File: src/rtl/pic_host_bus_controller.sv
// Bus master for an 8259-style PIC: runs the ICW init sequence, single
// OCW writes / status reads, and the two-pulse INTA acknowledge cycle with
// the returned vector held in a valid/ready buffer.
module pic_host_bus_controller #(
    parameter int STROBE_CYCLES = 2,
    parameter int GAP_CYCLES    = 1
) (
    input  logic       clk,
    input  logic       reset,
    // ICW configuration request
    input  logic       cfg_start,
    input  logic [7:0] cfg_icw1,
    input  logic [7:0] cfg_icw2,
    input  logic [7:0] cfg_icw3,
    input  logic [7:0] cfg_icw4,
    output logic       cfg_busy,
    output logic       cfg_done,
    // single register access
    input  logic       reg_wr_req,
    input  logic       reg_rd_req,
    input  logic       reg_a0,
    input  logic [7:0] reg_wr_data,
    output logic       reg_ready,
    output logic [7:0] reg_rd_data,
    output logic       reg_rd_valid,
    // interrupt acknowledge
    input  logic       INT,
    input  logic       int_enable,
    output logic [7:0] vec_data,
    output logic       vec_valid,
    input  logic       vec_ready,
    // PIC pins
    input  logic [7:0] data_in,
    output logic [7:0] data_out,
    output logic       data_oe,
    output logic       A0,
    output logic       chip_select_n,
    output logic       write_n,
    output logic       read_n,
    output logic       inta_n
);

    typedef enum logic [3:0] {
        IDLE, W_SETUP, W_STROBE, W_HOLD, R_STROBE, R_RECOV, A1, AGAP, A2, A_DONE
    } state_t;

    // The shared counter only ever holds (length - 1) of the longest phase.
    localparam int CNT_MAX = (STROBE_CYCLES > GAP_CYCLES) ? STROBE_CYCLES : GAP_CYCLES;
    localparam int CNT_W   = (CNT_MAX > 1) ? $clog2(CNT_MAX) : 1;
    localparam logic [CNT_W-1:0] STROBE_LOAD = CNT_W'(STROBE_CYCLES - 1);
    localparam logic [CNT_W-1:0] GAP_LOAD    = CNT_W'(GAP_CYCLES - 1);

    state_t           state_reg, state_next;
    logic [CNT_W-1:0] cnt_reg, cnt_next;
    logic             cnt_zero;

    logic             cs_n_reg, write_n_reg, read_n_reg, inta_n_reg, data_oe_reg;
    logic             cs_n_next, write_n_next, read_n_next, inta_n_next, data_oe_next;

    logic [7:0]       data_out_reg;
    logic             a0_reg;
    logic             cfg_busy_reg, cfg_done_reg;
    logic [7:0]       reg_rd_data_reg;
    logic             reg_rd_valid_reg;
    logic [7:0]       vec_data_reg;
    logic             vec_valid_reg;

    logic [1:0]       icw_idx_reg;
    logic [1:0]       icw_nidx;
    logic             icw_more;
    logic [7:0]       cfg_icw_in [4];
    logic [7:0]       icw_bytes  [4];

    logic             int_req;
    logic             accept_cfg, accept_int, accept_wr, accept_rd;

    assign int_req    = INT && int_enable && !vec_valid_reg;
    assign accept_cfg = (state_reg == IDLE) && cfg_start;
    assign accept_int = (state_reg == IDLE) && !cfg_start && int_req;
    assign reg_ready  = (state_reg == IDLE) && !cfg_start && !int_req;
    assign accept_wr  = reg_ready && reg_wr_req;
    assign accept_rd  = reg_ready && reg_rd_req && !reg_wr_req;
    assign cnt_zero   = (cnt_reg == '0);

    assign cfg_icw_in[0] = cfg_icw1;
    assign cfg_icw_in[1] = cfg_icw2;
    assign cfg_icw_in[2] = cfg_icw3;
    assign cfg_icw_in[3] = cfg_icw4;

    // ICW byte bank, captured once when the configuration request is accepted
    for (genvar gi = 0; gi < 4; gi++) begin : g_icw
        logic [7:0] byte_reg;
        // Latch one ICW byte on acceptance
        always_ff @(posedge clk) begin
            if (reset) begin
                byte_reg <= '0;
            end else if (accept_cfg) begin
                byte_reg <= cfg_icw_in[gi];
            end
        end
        assign icw_bytes[gi] = byte_reg;
    end

    // Select the next ICW: ICW3 only in cascade mode, ICW4 only when IC4 is set
    always_comb begin
        icw_more = 1'b0;
        icw_nidx = icw_idx_reg;
        case (icw_idx_reg)
            2'd0: begin
                icw_more = 1'b1;
                icw_nidx = 2'd1;
            end
            2'd1: begin
                if (!icw_bytes[0][1]) begin
                    icw_more = 1'b1;
                    icw_nidx = 2'd2;
                end else if (icw_bytes[0][0]) begin
                    icw_more = 1'b1;
                    icw_nidx = 2'd3;
                end
            end
            2'd2: begin
                if (icw_bytes[0][0]) begin
                    icw_more = 1'b1;
                    icw_nidx = 2'd3;
                end
            end
            default: ;
        endcase
    end

    // State and phase counter register
    always_ff @(posedge clk) begin
        if (reset) begin
            state_reg <= IDLE;
            cnt_reg   <= '0;
        end else begin
            state_reg <= state_next;
            cnt_reg   <= cnt_next;
        end
    end

    // Next-state logic with fixed-priority arbitration in IDLE
    always_comb begin
        state_next = state_reg;
        cnt_next   = cnt_zero ? cnt_reg : cnt_reg - 1'b1;
        case (state_reg)
            IDLE: begin
                if (accept_cfg || accept_wr) begin
                    state_next = W_SETUP;
                end else if (accept_int) begin
                    state_next = A1;
                    cnt_next   = STROBE_LOAD;
                end else if (accept_rd) begin
                    state_next = R_STROBE;
                    cnt_next   = STROBE_LOAD;
                end
            end
            W_SETUP: begin
                state_next = W_STROBE;
                cnt_next   = STROBE_LOAD;
            end
            W_STROBE: if (cnt_zero) state_next = W_HOLD;
            W_HOLD:   state_next = (cfg_busy_reg && icw_more) ? W_SETUP : IDLE;
            R_STROBE: if (cnt_zero) state_next = R_RECOV;
            R_RECOV:  state_next = IDLE;
            A1: begin
                if (cnt_zero) begin
                    state_next = AGAP;
                    cnt_next   = GAP_LOAD;
                end
            end
            AGAP: begin
                if (cnt_zero) begin
                    state_next = A2;
                    cnt_next   = STROBE_LOAD;
                end
            end
            A2:       if (cnt_zero) state_next = A_DONE;
            A_DONE:   state_next = IDLE;
            default:  state_next = IDLE;
        endcase
    end

    // Pin levels decoded from the upcoming state so the pins register with it
    always_comb begin
        cs_n_next    = 1'b1;
        write_n_next = 1'b1;
        read_n_next  = 1'b1;
        inta_n_next  = 1'b1;
        data_oe_next = 1'b0;
        case (state_next)
            W_SETUP, W_HOLD: begin
                cs_n_next    = 1'b0;
                data_oe_next = 1'b1;
            end
            W_STROBE: begin
                cs_n_next    = 1'b0;
                write_n_next = 1'b0;
                data_oe_next = 1'b1;
            end
            R_STROBE: begin
                cs_n_next   = 1'b0;
                read_n_next = 1'b0;
            end
            A1, A2:  inta_n_next = 1'b0;
            default: ;
        endcase
    end

    // Registered strobes: glitch-free pins, forced inactive by reset
    always_ff @(posedge clk) begin
        if (reset) begin
            cs_n_reg    <= 1'b1;
            write_n_reg <= 1'b1;
            read_n_reg  <= 1'b1;
            inta_n_reg  <= 1'b1;
            data_oe_reg <= 1'b0;
        end else begin
            cs_n_reg    <= cs_n_next;
            write_n_reg <= write_n_next;
            read_n_reg  <= read_n_next;
            inta_n_reg  <= inta_n_next;
            data_oe_reg <= data_oe_next;
        end
    end

    // Address/data, ICW sequencing, read capture and the vector buffer
    always_ff @(posedge clk) begin
        if (reset) begin
            data_out_reg     <= '0;
            a0_reg           <= 1'b0;
            cfg_busy_reg     <= 1'b0;
            cfg_done_reg     <= 1'b0;
            icw_idx_reg      <= '0;
            reg_rd_data_reg  <= '0;
            reg_rd_valid_reg <= 1'b0;
            vec_data_reg     <= '0;
            vec_valid_reg    <= 1'b0;
        end else begin
            cfg_done_reg     <= 1'b0;
            reg_rd_valid_reg <= 1'b0;

            if (accept_cfg) begin
                cfg_busy_reg <= 1'b1;
                icw_idx_reg  <= 2'd0;
                data_out_reg <= cfg_icw1;
                a0_reg       <= 1'b0;
            end else if (accept_wr) begin
                data_out_reg <= reg_wr_data;
                a0_reg       <= reg_a0;
            end else if (accept_rd) begin
                a0_reg       <= reg_a0;
            end

            if (state_reg == W_HOLD && cfg_busy_reg) begin
                if (icw_more) begin
                    icw_idx_reg  <= icw_nidx;
                    data_out_reg <= icw_bytes[icw_nidx];
                    a0_reg       <= 1'b1;
                end else begin
                    cfg_busy_reg <= 1'b0;
                    cfg_done_reg <= 1'b1;
                end
            end

            if (state_reg == R_STROBE && cnt_zero) begin
                reg_rd_data_reg  <= data_in;
                reg_rd_valid_reg <= 1'b1;
            end

            // Buffer is empty whenever A2 runs, so vec_data never moves while valid
            if (state_reg == A2 && cnt_zero) begin
                vec_data_reg <= data_in;
            end

            if (vec_valid_reg && vec_ready) begin
                vec_valid_reg <= 1'b0;
            end else if (state_reg == A_DONE) begin
                vec_valid_reg <= 1'b1;
            end
        end
    end

    assign chip_select_n = cs_n_reg;
    assign write_n       = write_n_reg;
    assign read_n        = read_n_reg;
    assign inta_n        = inta_n_reg;
    assign data_oe       = data_oe_reg;
    assign data_out      = data_out_reg;
    assign A0            = a0_reg;
    assign cfg_busy      = cfg_busy_reg;
    assign cfg_done      = cfg_done_reg;
    assign reg_rd_data   = reg_rd_data_reg;
    assign reg_rd_valid  = reg_rd_valid_reg;
    assign vec_data      = vec_data_reg;
    assign vec_valid     = vec_valid_reg;

endmodule

File: config.mk
export PLATFORM = sky130hd
export DESIGN_NAME = pic_host_bus_controller
export DESIGN_NICKNAME = d
export VERILOG_FILES = /design/src/rtl/pic_host_bus_controller.sv
export SDC_FILE = /design/constraint.sdc
export NUM_CORES = 1
export LEC_CHECK = 0
export ABC_CLOCK_PERIOD_IN_PS = 3300
export CAP_MARGIN = 10
export CELL_PAD_IN_SITES_DETAIL_PLACEMENT = 0
export CELL_PAD_IN_SITES_GLOBAL_PLACEMENT = 1
export CORE_MARGIN = 2
export CORE_UTILIZATION = 36
export DETAILED_ROUTE_END_ITERATION = 7
export PLACE_DENSITY_LB_ADDON = 0.25
export SYNTH_ARGS = -nofsm -noshare
export SYNTH_HDL_FRONTEND = slang
export SYNTH_SLANG_ARGS = --single-unit
File: constraint.sdc
create_clock -name clk -period 3.3 [get_ports clk]
set_clock_uncertainty 0.2 [all_clocks]
set_input_delay 0.99 -clock clk [delete_from_list [all_inputs] [get_ports clk]]
set_output_delay 0.99 -clock clk [all_outputs]
set_load 0.01 [all_outputs]
## Word-level counts from Yosys, hierarchy flattened

Cells that the tools add are included.

| word-level totals | value |
|---|---|
| flip-flop bits (word level) | 73 |
| input bits | 57 |
| output and inout port bits | 35 |
| logic and storage cells | 115 |

| operators by class | value |
|---|---|
| add/sub/neg operators | 1 |
| magnitude comparators | 1 |
| equality and inequality tests | 16 |
| muxes and demuxes | 48 |
| bitwise operators | 3 |
| reduce and logical (&&, ||, !) cells | 26 |

Operator list:

| operator | count |
|---|---|
| two-way mux 8 bit | 6 |
| two-way mux 4 bit | 8 |
| one-hot mux 4 bit (8 select lines) | 1 |
| two-way mux 1 bit | 24 |
| equality test 4 x 3 -> 1 bit, second input constant | 5 |
| binary-select mux 8 bit (select 2 bit) | 1 |
| equality test 4 x 2 -> 1 bit, second input constant | 4 |
| logical AND 1 bit | 14 |
| equality test 4 bit, second input constant | 3 |
| two-way mux 2 bit | 5 |
| equality test 4 x 1 -> 1 bit, second input constant | 2 |
| one-hot mux 2 bit (3 select lines) | 1 |
| OR reduction 2 bit | 3 |
| logical NOT 1 bit | 4 |
| logical NOT 4 bit | 1 |
| one-hot mux 1 bit (4 select lines) | 1 |
| OR reduction 4 bit | 1 |
| >= comparator 3 bit, second input constant | 1 |
| NOT 2 -> 3 bit | 1 |
| one-hot mux 1 bit (3 select lines) | 1 |
| OR reduction 3 bit | 1 |
| equality test 2 x 1 -> 1 bit, second input constant | 1 |
| equality test 2 bit, second input constant | 1 |
| logical NOT 2 bit | 1 |
| other kinds (3) | 4 |

## Longest topological paths before layout

Gate-level depths: netlist of run 1.

| logic depth | value |
|---|---|
| word-level depth | 13 |
| depth in mapped cells | 7 |
| mapped depth without buffers | 5 |

## Worst setup path before layout of run 1

Ideal clock, no wire load.

| path | value |
|---|---|
| path type | input-to-output |
| start point | input INT |
| end point | output reg_ready |
| arrival time | 1.453 ns |
| required time | 2.110 ns |
| path slack | 0.657 ns |
| stages on the path | 2 |
| buffers on the path | 0 |
| cell sequence | and3b_1 > nor3_4 |

| between the ends | value |
|---|---|
| longest elaborated chain between the ends | 4 |

Ends and longest elaborated chain:

| what | RTL line | RTL |
|---|---|---|
| start: declaration | 27 | `input logic INT,` |
| logical AND 1 bit (2 in a row) | 77 | `assign int_req = INT && int_enable && !vec_valid_reg;` |
| logical NOT 1 bit | 80 | `assign reg_ready = (state_reg == IDLE) && !cfg_start && !int_req;` |
| logical AND 1 bit | 80 |  |
| end: declaration | 23 | `output logic reg_ready,` |

No other way between the ends.

## Worst setup path after layout of run 1

Same ends and word-level chain as after synthesis.

==> run_results.csv, run 1 <==
group,metric,value,unit
status,status,"finished clean",
global_routing,overflow,0,
drt,drt_wl_total,7143,um
synth,yosys.area_share.simple,24.00,%
placed_design,hpwl,4914,um
cts,clk_latency,340,ps
pwr,powerDensity,529.3,nW/um2
pwr,ir_worst_vdd,0.2638,mV
critical_path,critPathKind,"input port to primary output",
final_layout,drive_gt1_share,11.08,%
cts,htreeDepth,3,
critical_path,cp_cell_sequence,"clkdlybuf4s50_1 -> and3b_1 -> nor3_4 -> clkbuf_2",
global_routing,grt_pass1_vias,2383,
drt,first_pass_iters,4,
final_layout,fin_cells,517,
synth,synthesis.nets,378,
min_path,hold-path-cell-count,2,
floorplanning,dieArea,8830,um2
global_routing,grt_first_pass_wirelength,11430,um
pwr,p_total,2.169,mW
final_layout,final_util,52.75,%
synth,synthCells,321,
final_layout,diodes,0,
cts,clock_path_buffers,2,
synth,synth_seq_cells,67,
cts,tritoncts,"built",
drt,first_iter_violations,125,
global_routing,grtUsageTotal,16.34,%
sta,fin_tns_setup,0,ps
cts,clkTransAtPathRegs,70,ps
placed_design,dp.cells,502,
critical_path,crit_arrival,1970,ps
final_layout,nets,468,
sta,max_clock_freq,316.8,MHz
sta,hold_viol,0,
synth,synth_fa_ha_area_share,0,%
synth,async_flop_share,0,%
global_routing,antenna_found_initial,0,
sta,rsz0062_at_grt,"false",
critical_path,cp_top_family,"buffers and inverters",
cts,cts-root-buf,"clkbuf_8",
floorplanning,die_w,93.97,um
final_layout,layout_common_cells,"clkdlybuf4s50_1 (89), dfxtp_1 (67), nand2_1 (59)",
drt,wl_per_cell,13.82,um
sta,setup_violations,0,
critical_path,crit_fanout,2,
placed_design,io_buffer_count,91,
final_layout,largest_reg_flops,26,
synth,syn_avg_cell_area,9.078,um2
synth,muxShareOfSynthArea,8.974,%
sta,worstMarginPinSlew,771.4,ps
min_path,hold_class,"flop to flop",
synth,ys.flop_type,"dfxtp_1",
cts,post_cts_buffers,0,
final_layout,n_fill_cell,774,
critical_path,startpoint_type,"input port",
synth,ys_warn_count,0,
floorplanning,initial_core_util,37.52,%
synth,synth-compound-area-share,16.87,%
drt,vias_per_cell,4.909,
drt,drc,0,
floorplanning,fp.coreArea,7767,um2
cts,cts_sinks,67,
critical_path,cp.required,2110,ps
sta,slew-limit-headroom,48.58,%
floorplanning,row_count,32,
critical_path,cp_slowest_cell,"clkdlybuf4s50_1",
sta,post-route-min-period,3157,ps
synth,synth_xor_area_share,0,%
pwr,leakagePower,1.498,nW
cts,cts_resized,1,
sta,drv_slew,0,
job,cap_violations,0,
critical_path,critPathCaptureType,"primary output",
sta,setup_slack,143.2,ps
floorplanning,die_y,93.97,um
critical_path,cp_num_buf_inv,2,
placed_design,gp_congestion,0.7284,
placed_design,post-place-ws,-253.3,ps
synth,synth_top_family_by_area,"simple AND/OR/NAND/NOR gates",
critical_path,reg2reg_depth,5,
final_layout,area_growth,40.62,%
drt,dr_total_vias,2538,
synth,ys_seq_area_share,46.03,%
sta,finalCritPeriodShare,95.66,%
critical_path,max_stage_delay,420,ps
final_layout,final_common_cell,"clkdlybuf4s50_1",
cts,hold_buffers,0,
synth,yosysUniqueCellTypes,45,
cts,cts_buffers,9,
floorplanning,ios,92,
synth,synthesis.area,2914,um2
critical_path,r2r_slack,1060,ps
synth,synth_edf_count,0,
global_routing,grt_max_degree,38,
critical_path,crit_cells,4,
drt,ant_nets,0,
## path summary, 6_finish.rpt
check,startpoint,endpoint
max,INT,reg_ready
min,g_icw[2].byte_reg[3]$_SDFFE_PP0P_,g_icw[2].byte_reg[3]$_SDFFE_PP0P_
max reg2reg,g_icw[0].byte_reg[0]$_SDFFE_PP0P_,data_out[3]$_SDFF_PP0_
min reg2reg,g_icw[2].byte_reg[3]$_SDFFE_PP0P_,g_icw[2].byte_reg[3]$_SDFFE_PP0P_
## cells by family after synthesis
group           after synthesis
compound gates               65
buf+inv                      26
flops                        67
mux                          26
simple gates                137
## synthesized netlist by cell type (4+ instances only)
master     instances  area share [%]
nor2b_1            9             1.9
clkbuf_1          14             1.8
nand2_1           59             7.6
buf_2              6             1.0
nand2b_1           4            0.86
nand3b_1           4             1.0
dfxtp_1           67              46
nor2_1            34             4.4
mux2i_1           25             8.6
and2_1             4            0.86
a222oi_1           8             2.7
a21oi_1           35             6.0
a2111oi_2          8             4.1
## through the flow
step / hold WS [ps] / cell area (um2)
2_1_floorplan: 235.7 / 2914
3_3_place_gp: 244.0 / 3928
3_5_place_dp: 249.3 / 3928
4_1_cts: 259.6 / 4101
5_1_grt: 276.6 / 4098
6_report: 256.5 / 4098
## tightest hold or removal path: stages, from the launching register on
cell and delay (ps):
dfxtp_1 310, nand2_1 50, a21oi_1 50
## metal layers
layer	part of all wire [%]	vias to the layer above	track usage (%)
met4	1.2	0	5.797
met1	48	1153	22.62
met3	5.8	10	3.291
met2	45	74	25.24
li1	-	1301	-
met5	0	-	0
## power by group
part / switching, mW / leakage [nW] / internal (mW)
Clock: 0.289 / 0.0902 / 0.343
Combinational: 0.279 / 0.861 / 0.294
Sequential: 0.0624 / 0.547 / 0.901
## layout make-up
cell class                 instances  area [um2]  area share (%)
clock buffer                      12       135.1           3.298
tap                              102       127.6           3.114
timing repair buffer             102       983.4           24.00
clock inverter                     3       40.04          0.9771
multi-input combinational        228        1459           35.60
sequential                        67        1341           32.73
inverter                           3       11.26          0.2748
(Power assumes the default switching activity.)
==> run 2, diff against run 1 <==
--- a/config.mk
+++ b/config.mk
@@ -13,5 +13,5 @@
 export CORE_UTILIZATION = 36
 export DETAILED_ROUTE_END_ITERATION = 7
-export PLACE_DENSITY_LB_ADDON = 0.25
+export PLACE_DENSITY_LB_ADDON = 0.3
 export SYNTH_ARGS = -nofsm -noshare
 export SYNTH_HDL_FRONTEND = slang
==> constraint.sdc (replaced) <==
create_clock -name clk -period 3.3 [get_ports clk]
set_clock_uncertainty 0.2 [all_clocks]
set_input_delay 0.66 -clock clk [delete_from_list [all_inputs] [get_ports clk]]
set_output_delay 0.66 -clock clk [all_outputs]
set_load 0.01 [all_outputs]
==> run 2 against run 1 <==
First-iteration DRC count shrank 16%. Final area shrank 0.67%. Wire length shrank 0.27%. Die area is the same. Clock-buffer cell count is the same. Non-clock buffer count shrank 5. Maximum frequency grew 4.4%. Cell count shrank 0.77%. Highest routed layer unchanged. Sequential cell count is the same. Clock power shrank 3%. Hold slack is essentially flat. Sequential share of layout area grew 0.22 points. Largest cell class unchanged.
==> run_results.csv, run 2 (synthesis results as in run 1) <==
group,metric,value,unit
final_layout,diodes,0,
min_path,hold-path-cell-count,2,
placed_design,gp_congestion,0.7448,
sta,setup_violations,0,
final_layout,fin_cells,513,
cts,clkTransAtPathRegs,70,ps
critical_path,max_stage_delay,630,ps
pwr,leakagePower,1.470,nW
sta,setup_slack,277.5,ps
floorplanning,die_y,93.97,um
min_path,hold_class,"flop to flop",
drt,dr_total_vias,2511,
min_path,hp-start,"g_icw[1].byte_reg[7]$_SDFFE_PP0P_",
global_routing,grt_first_pass_wirelength,11650,um
drt,drt_wl_total,7124,um
sta,worstMarginPinSlew,745.0,ps
critical_path,crit_arrival,2160,ps
placed_design,dp.cells,497,
sta,post-route-min-period,3023,ps
cts,post_cts_buffers,0,
drt,vias_per_cell,4.895,
cts,htreeDepth,3,
sta,finalCritPeriodShare,91.59,%
drt,drc,0,
status,status,"finished clean",
critical_path,reg2reg_to,"data_out[4]$_SDFF_PP0_",
global_routing,overflow,0,
drt,first_iter_violations,105,
cts,cts_buffers,9,
critical_path,cp.required,2440,ps
cts,tritoncts,"built",
critical_path,cp_cell_sequence,"or4_4 -> nor3_4 -> clkdlybuf4s50_1",
critical_path,r2r-start,"icw_idx_reg[0]$_SDFF_PP0_",
critical_path,reg2reg_depth,5,
cts,clk_latency,340,ps
placed_design,io_buffer_count,91,
global_routing,grtUsageTotal,16.81,%
sta,fin_hold_ws,257.0,ps
placed_design,hpwl,5013,um
final_layout,largest_reg_flops,26,
critical_path,cp_slowest_cell,"or4_4",
floorplanning,die_w,93.97,um
placed_design,post-place-ws,317.1,ps
drt,first_pass_iters,5,
global_routing,grt_max_degree,38,
drt,ant_nets,0,
floorplanning,initial_core_util,37.52,%
floorplanning,fp.coreArea,7767,um2
critical_path,crit_fanout,12,
pwr,powerDensity,526.0,nW/um2
final_layout,area_growth,39.67,%
drt,wl_per_cell,13.89,um
floorplanning,ios,92,
critical_path,critPathCaptureType,"primary output",
sta,fin_tns_setup,0,ps
final_layout,drive_gt1_share,10.46,%
critical_path,startpoint,"state_reg[1]$_SDFF_PP0_",
cts,hold_buffers,0,
pwr,ir_worst_vdd,0.2764,mV
critical_path,r2r_slack,1050,ps
critical_path,startpoint_type,"flop",
job,cap_violations,0,
cts,cts-root-buf,"clkbuf_8",
final_layout,layout_common_cells,"clkdlybuf4s50_1 (90), dfxtp_1 (67), nand2_1 (59)",
sta,rsz0062_at_grt,"false",
final_layout,nets,463,
global_routing,antenna_found_initial,0,
sta,slew-limit-headroom,50.33,%
critical_path,critPathKind,"flop to primary output",
cts,cts_sinks,67,
min_path,worstHoldEndpoint,"g_icw[1].byte_reg[7]$_SDFFE_PP0P_",
floorplanning,row_count,32,
cts,clock_path_buffers,2,
floorplanning,dieArea,8830,um2
sta,hold_viol,0,
final_layout,final_common_cell,"clkdlybuf4s50_1",
cts,cts_resized,0,
sta,drv_slew,0,
global_routing,grt_pass1_vias,2463,
sta,max_clock_freq,330.8,MHz
final_layout,final_util,52.40,%
run 2: cell count changes in the layout (fill, tap and decap cells not counted), sizes merged:
cell,change
bufinv,-1
buf,-5
clkbuf,-1
clkdlybuf4s50,+1
clkinvlp,+2
run 2: cell type report:
type / count / area (um2)
Clock buffer: 12 / 155.1
Multi-Input combinational cell: 228 / 1459
Tap cell: 102 / 127.6
Clock inverter: 4 / 25.02
Fill cell: 759 / 3697
Timing Repair Buffer: 97 / 950.9
Inverter: 3 / 11.26
Sequential cell: 67 / 1341
run 2: through the flow:
stage	total power [mW]	instance area, um2
final	2.141	4070
after global routing	2.266	4070
after CTS	2.171	4070
after detailed placement	1.551	3890
after global placement	1.542	3890
after floorplan	1.328	2914
run 2: worst max path at each step:
stage | to | depth (start not counted) | slack (ps)
after floorplan | data_out[0]$_SDFF_PP0_ | 6 | 1190
after global placement | reg_ready | 4 | 350
after detailed placement | reg_ready | 4 | 320
after CTS | reg_ready | 3 | 260
after global routing | reg_ready | 3 | 170
final | reg_ready | 3 | 280
run 2: where the power goes:
part	switching (mW)	internal, mW
clock	0.303	0.311
combinational	0.267	0.289
sequential	0.0699	0.901
total	0.640	1.50
run 2: layer usage:
layer  part of all wire [%]  vias up  track usage [%]  routed length, um
met5                      0        -                0                  0
li1                       -     1290                -                  -
met3                    5.7        4            4.334                403
met1                     45     1161            22.52               3238
met4                   0.42        0            4.469                 30
met2                     48       56            26.90               3452
run 2: worst max-delay path, delay by kind of cell (launching register included):
| kind | cells | cell delay, ps |
|---|---|---|
| buffers and inverters | 1 | 580 |
| AND/OR/NAND/NOR | 2 | 830 |
| flip-flops | 1 | 430 |
==> run 3, diff against run 2 <==
CORE_MARGIN = not set   (was 2)
==> run 3 against run 2 <==
Register-to-register slack worse by 150 ps. Sequential share of layout area decreased by 0.11 points. Core utilization increased by 0.18 points. Global-route usage increased by 0.55 points. Die area is 4.2% lower. Sequential cell count unchanged. Power rose by 2.3%. Largest power group unchanged.
==> run_results.csv, run 3 (synthesis results as in run 1) <==
group,metric,value,unit
status,status,"finished clean",
floorplanning,row_count,32,
critical_path,crit_arrival,2170,ps
cts,htreeDepth,3,
cts,cts_buffers,9,
sta,finalCritPeriodShare,91.88,%
final_layout,final_util,52.58,%
placed_design,placed_cell_area,3890,um2
sta,drv_slew,0,
critical_path,cp_num_buf_inv,1,
drt,drt_wl_total,7004,um
critical_path,max_stage_delay,630,ps
job,cap_violations,0,
critical_path,crit_end,"reg_ready",
final_layout,final_common_cell,"clkdlybuf4s50_1",
critical_path,cp_top_family,"simple AND/OR/NAND/NOR gates",
critical_path,reg2reg_depth,4,
sta,setup_slack,268.0,ps
cts,post_cts_buffers,0,
placed_design,dp.cells,497,
drt,wl_per_cell,13.65,um
drt,first_iter_violations,155,
cts,cts_sinks,67,
placed_design,post-place-ws,306.6,ps
final_layout,n_fill_cell,759,
cts,clock_path_buffers,2,
global_routing,grtUsageTotal,17.36,%
sta,hold_viol,0,
global_routing,antenna_found_initial,0,
pwr,leakagePower,1.480,nW
drt,ant_nets,0,
critical_path,cp.required,2440,ps
final_layout,final_cell_area,4084,um2
cts,clk_latency,330,ps
critical_path,startpoint_type,"flop",
final_layout,diodes,0,
floorplanning,ios,92,
pwr,ir_worst_vdd,0.2581,mV
critical_path,critPathCaptureType,"primary output",
critical_path,crit_fanout,12,
sta,slew-limit-headroom,49.33,%
drt,first_pass_iters,7,
cts,cts-root-buf,"clkbuf_8",
pwr,p_total,2.190,mW
sta,rsz0062_at_grt,"false",
floorplanning,fp.coreArea,7767,um2
critical_path,critPathKind,"flop to primary output",
final_layout,nets,463,
placed_design,hpwl,4922,um
critical_path,r2r_slack,900,ps
sta,worstMarginPinSlew,760.0,ps
final_layout,fin_cells,513,
cts,tritoncts,"built",
sta,fin_hold_ws,258.9,ps
global_routing,overflow,0,
placed_design,gp_congestion,0.7432,
critical_path,cp_cell_sequence,"or4_4 -> nor3_4 -> clkdlybuf4s50_1",
final_layout,layout_common_cells,"clkdlybuf4s50_1 (90), dfxtp_1 (67), nand2_1 (59)",
drt,drc,0,
final_layout,drive_gt1_share,10.46,%
final_layout,multi_input_area,1459,um2
sta,setup_violations,0,
floorplanning,dieArea,8458,um2
critical_path,startpoint,"state_reg[1]$_SDFF_PP0_",
floorplanning,initial_core_util,37.52,%
drt,dr_total_vias,2546,
final_layout,largest_reg_flops,26,
global_routing,grt_first_pass_wirelength,11470,um
floorplanning,die_y,91.97,um
pwr,powerDensity,536.3,nW/um2
critical_path,cp_slowest_cell,"or4_4",
min_path,hold_class,"flop to flop",
cts,cts_resized,0,
floorplanning,die_w,91.97,um
critical_path,crit_cells,3,
drt,vias_per_cell,4.963,
cts,hold_buffers,0,
sta,post-route-min-period,3032,ps
sta,max_clock_freq,329.8,MHz
cts,clkTransAtPathRegs,70,ps
placed_design,io_buffer_count,91,
critical_path,reg2reg_to,"data_out[6]$_SDFF_PP0_",
global_routing,grt_pass1_vias,2378,
final_layout,regArea,1341,um2
critical_path,r2r-start,"state_reg[0]$_SDFF_PP0_",
sta,fin_tns_setup,0,ps
global_routing,grt_max_degree,38,
final_layout,area_growth,40.15,%
==> run 3: how the worst min path moves through the flow <==
| stage | start | endpoint | slack (ps) | cells past startpoint |
|---|---|---|---|---|
| detailed placement | g_icw[1].byte_reg[7]$_SDFFE_PP0P_ | g_icw[1].byte_reg[7]$_SDFFE_PP0P_ | 250 | 2 |
| CTS | g_icw[1].byte_reg[7]$_SDFFE_PP0P_ | g_icw[1].byte_reg[7]$_SDFFE_PP0P_ | 260 | 2 |
| global route | g_icw[3].byte_reg[1]$_SDFFE_PP0P_ | g_icw[3].byte_reg[1]$_SDFFE_PP0P_ | 280 | 2 |
| floorplan | g_icw[1].byte_reg[0]$_SDFFE_PP0P_ | g_icw[1].byte_reg[0]$_SDFFE_PP0P_ | 240 | 2 |
| finish | g_icw[1].byte_reg[7]$_SDFFE_PP0P_ | g_icw[1].byte_reg[7]$_SDFFE_PP0P_ | 260 | 2 |
| global placement | g_icw[2].byte_reg[4]$_SDFFE_PP0P_ | g_icw[2].byte_reg[4]$_SDFFE_PP0P_ | 240 | 2 |
==> run 3: layer usage <==
layer  vias to the layer above  global-route usage, %  wire length, um
li1                       1289                      -                -
met1                      1192                  22.86             3228
met2                        61                  27.61             3348
met3                         4                  3.897              370
met4                         0                  6.641               56
met5                         -                      0                0
==> run 3: worst reg2reg max path, cell delays in order, from the launching register on <==
cell	delay, ps
dfxtp_1	600
and3b_1	250
o2111ai_1	360
and2_1	490
a2111oi_2	400
==> run 3: final cells by class <==
class | count | area share [%]
clock buffers | 11 | 3.462
clock inverters | 5 | 1.287
inverters | 3 | 0.2757
multi-input cells | 228 | 35.72
flip-flops and latches | 67 | 32.84
well taps | 102 | 3.125
repair buffers | 97 | 23.28
==> run 3: power by group <==
part	total [mW]	leakage, nW	internal, mW	switching [mW]
logic	0.555	0.834	0.289	0.267
registers	0.972	0.547	0.901	0.0714
clock network	0.663	0.0991	0.366	0.297
total	2.19	1.48	1.56	0.635
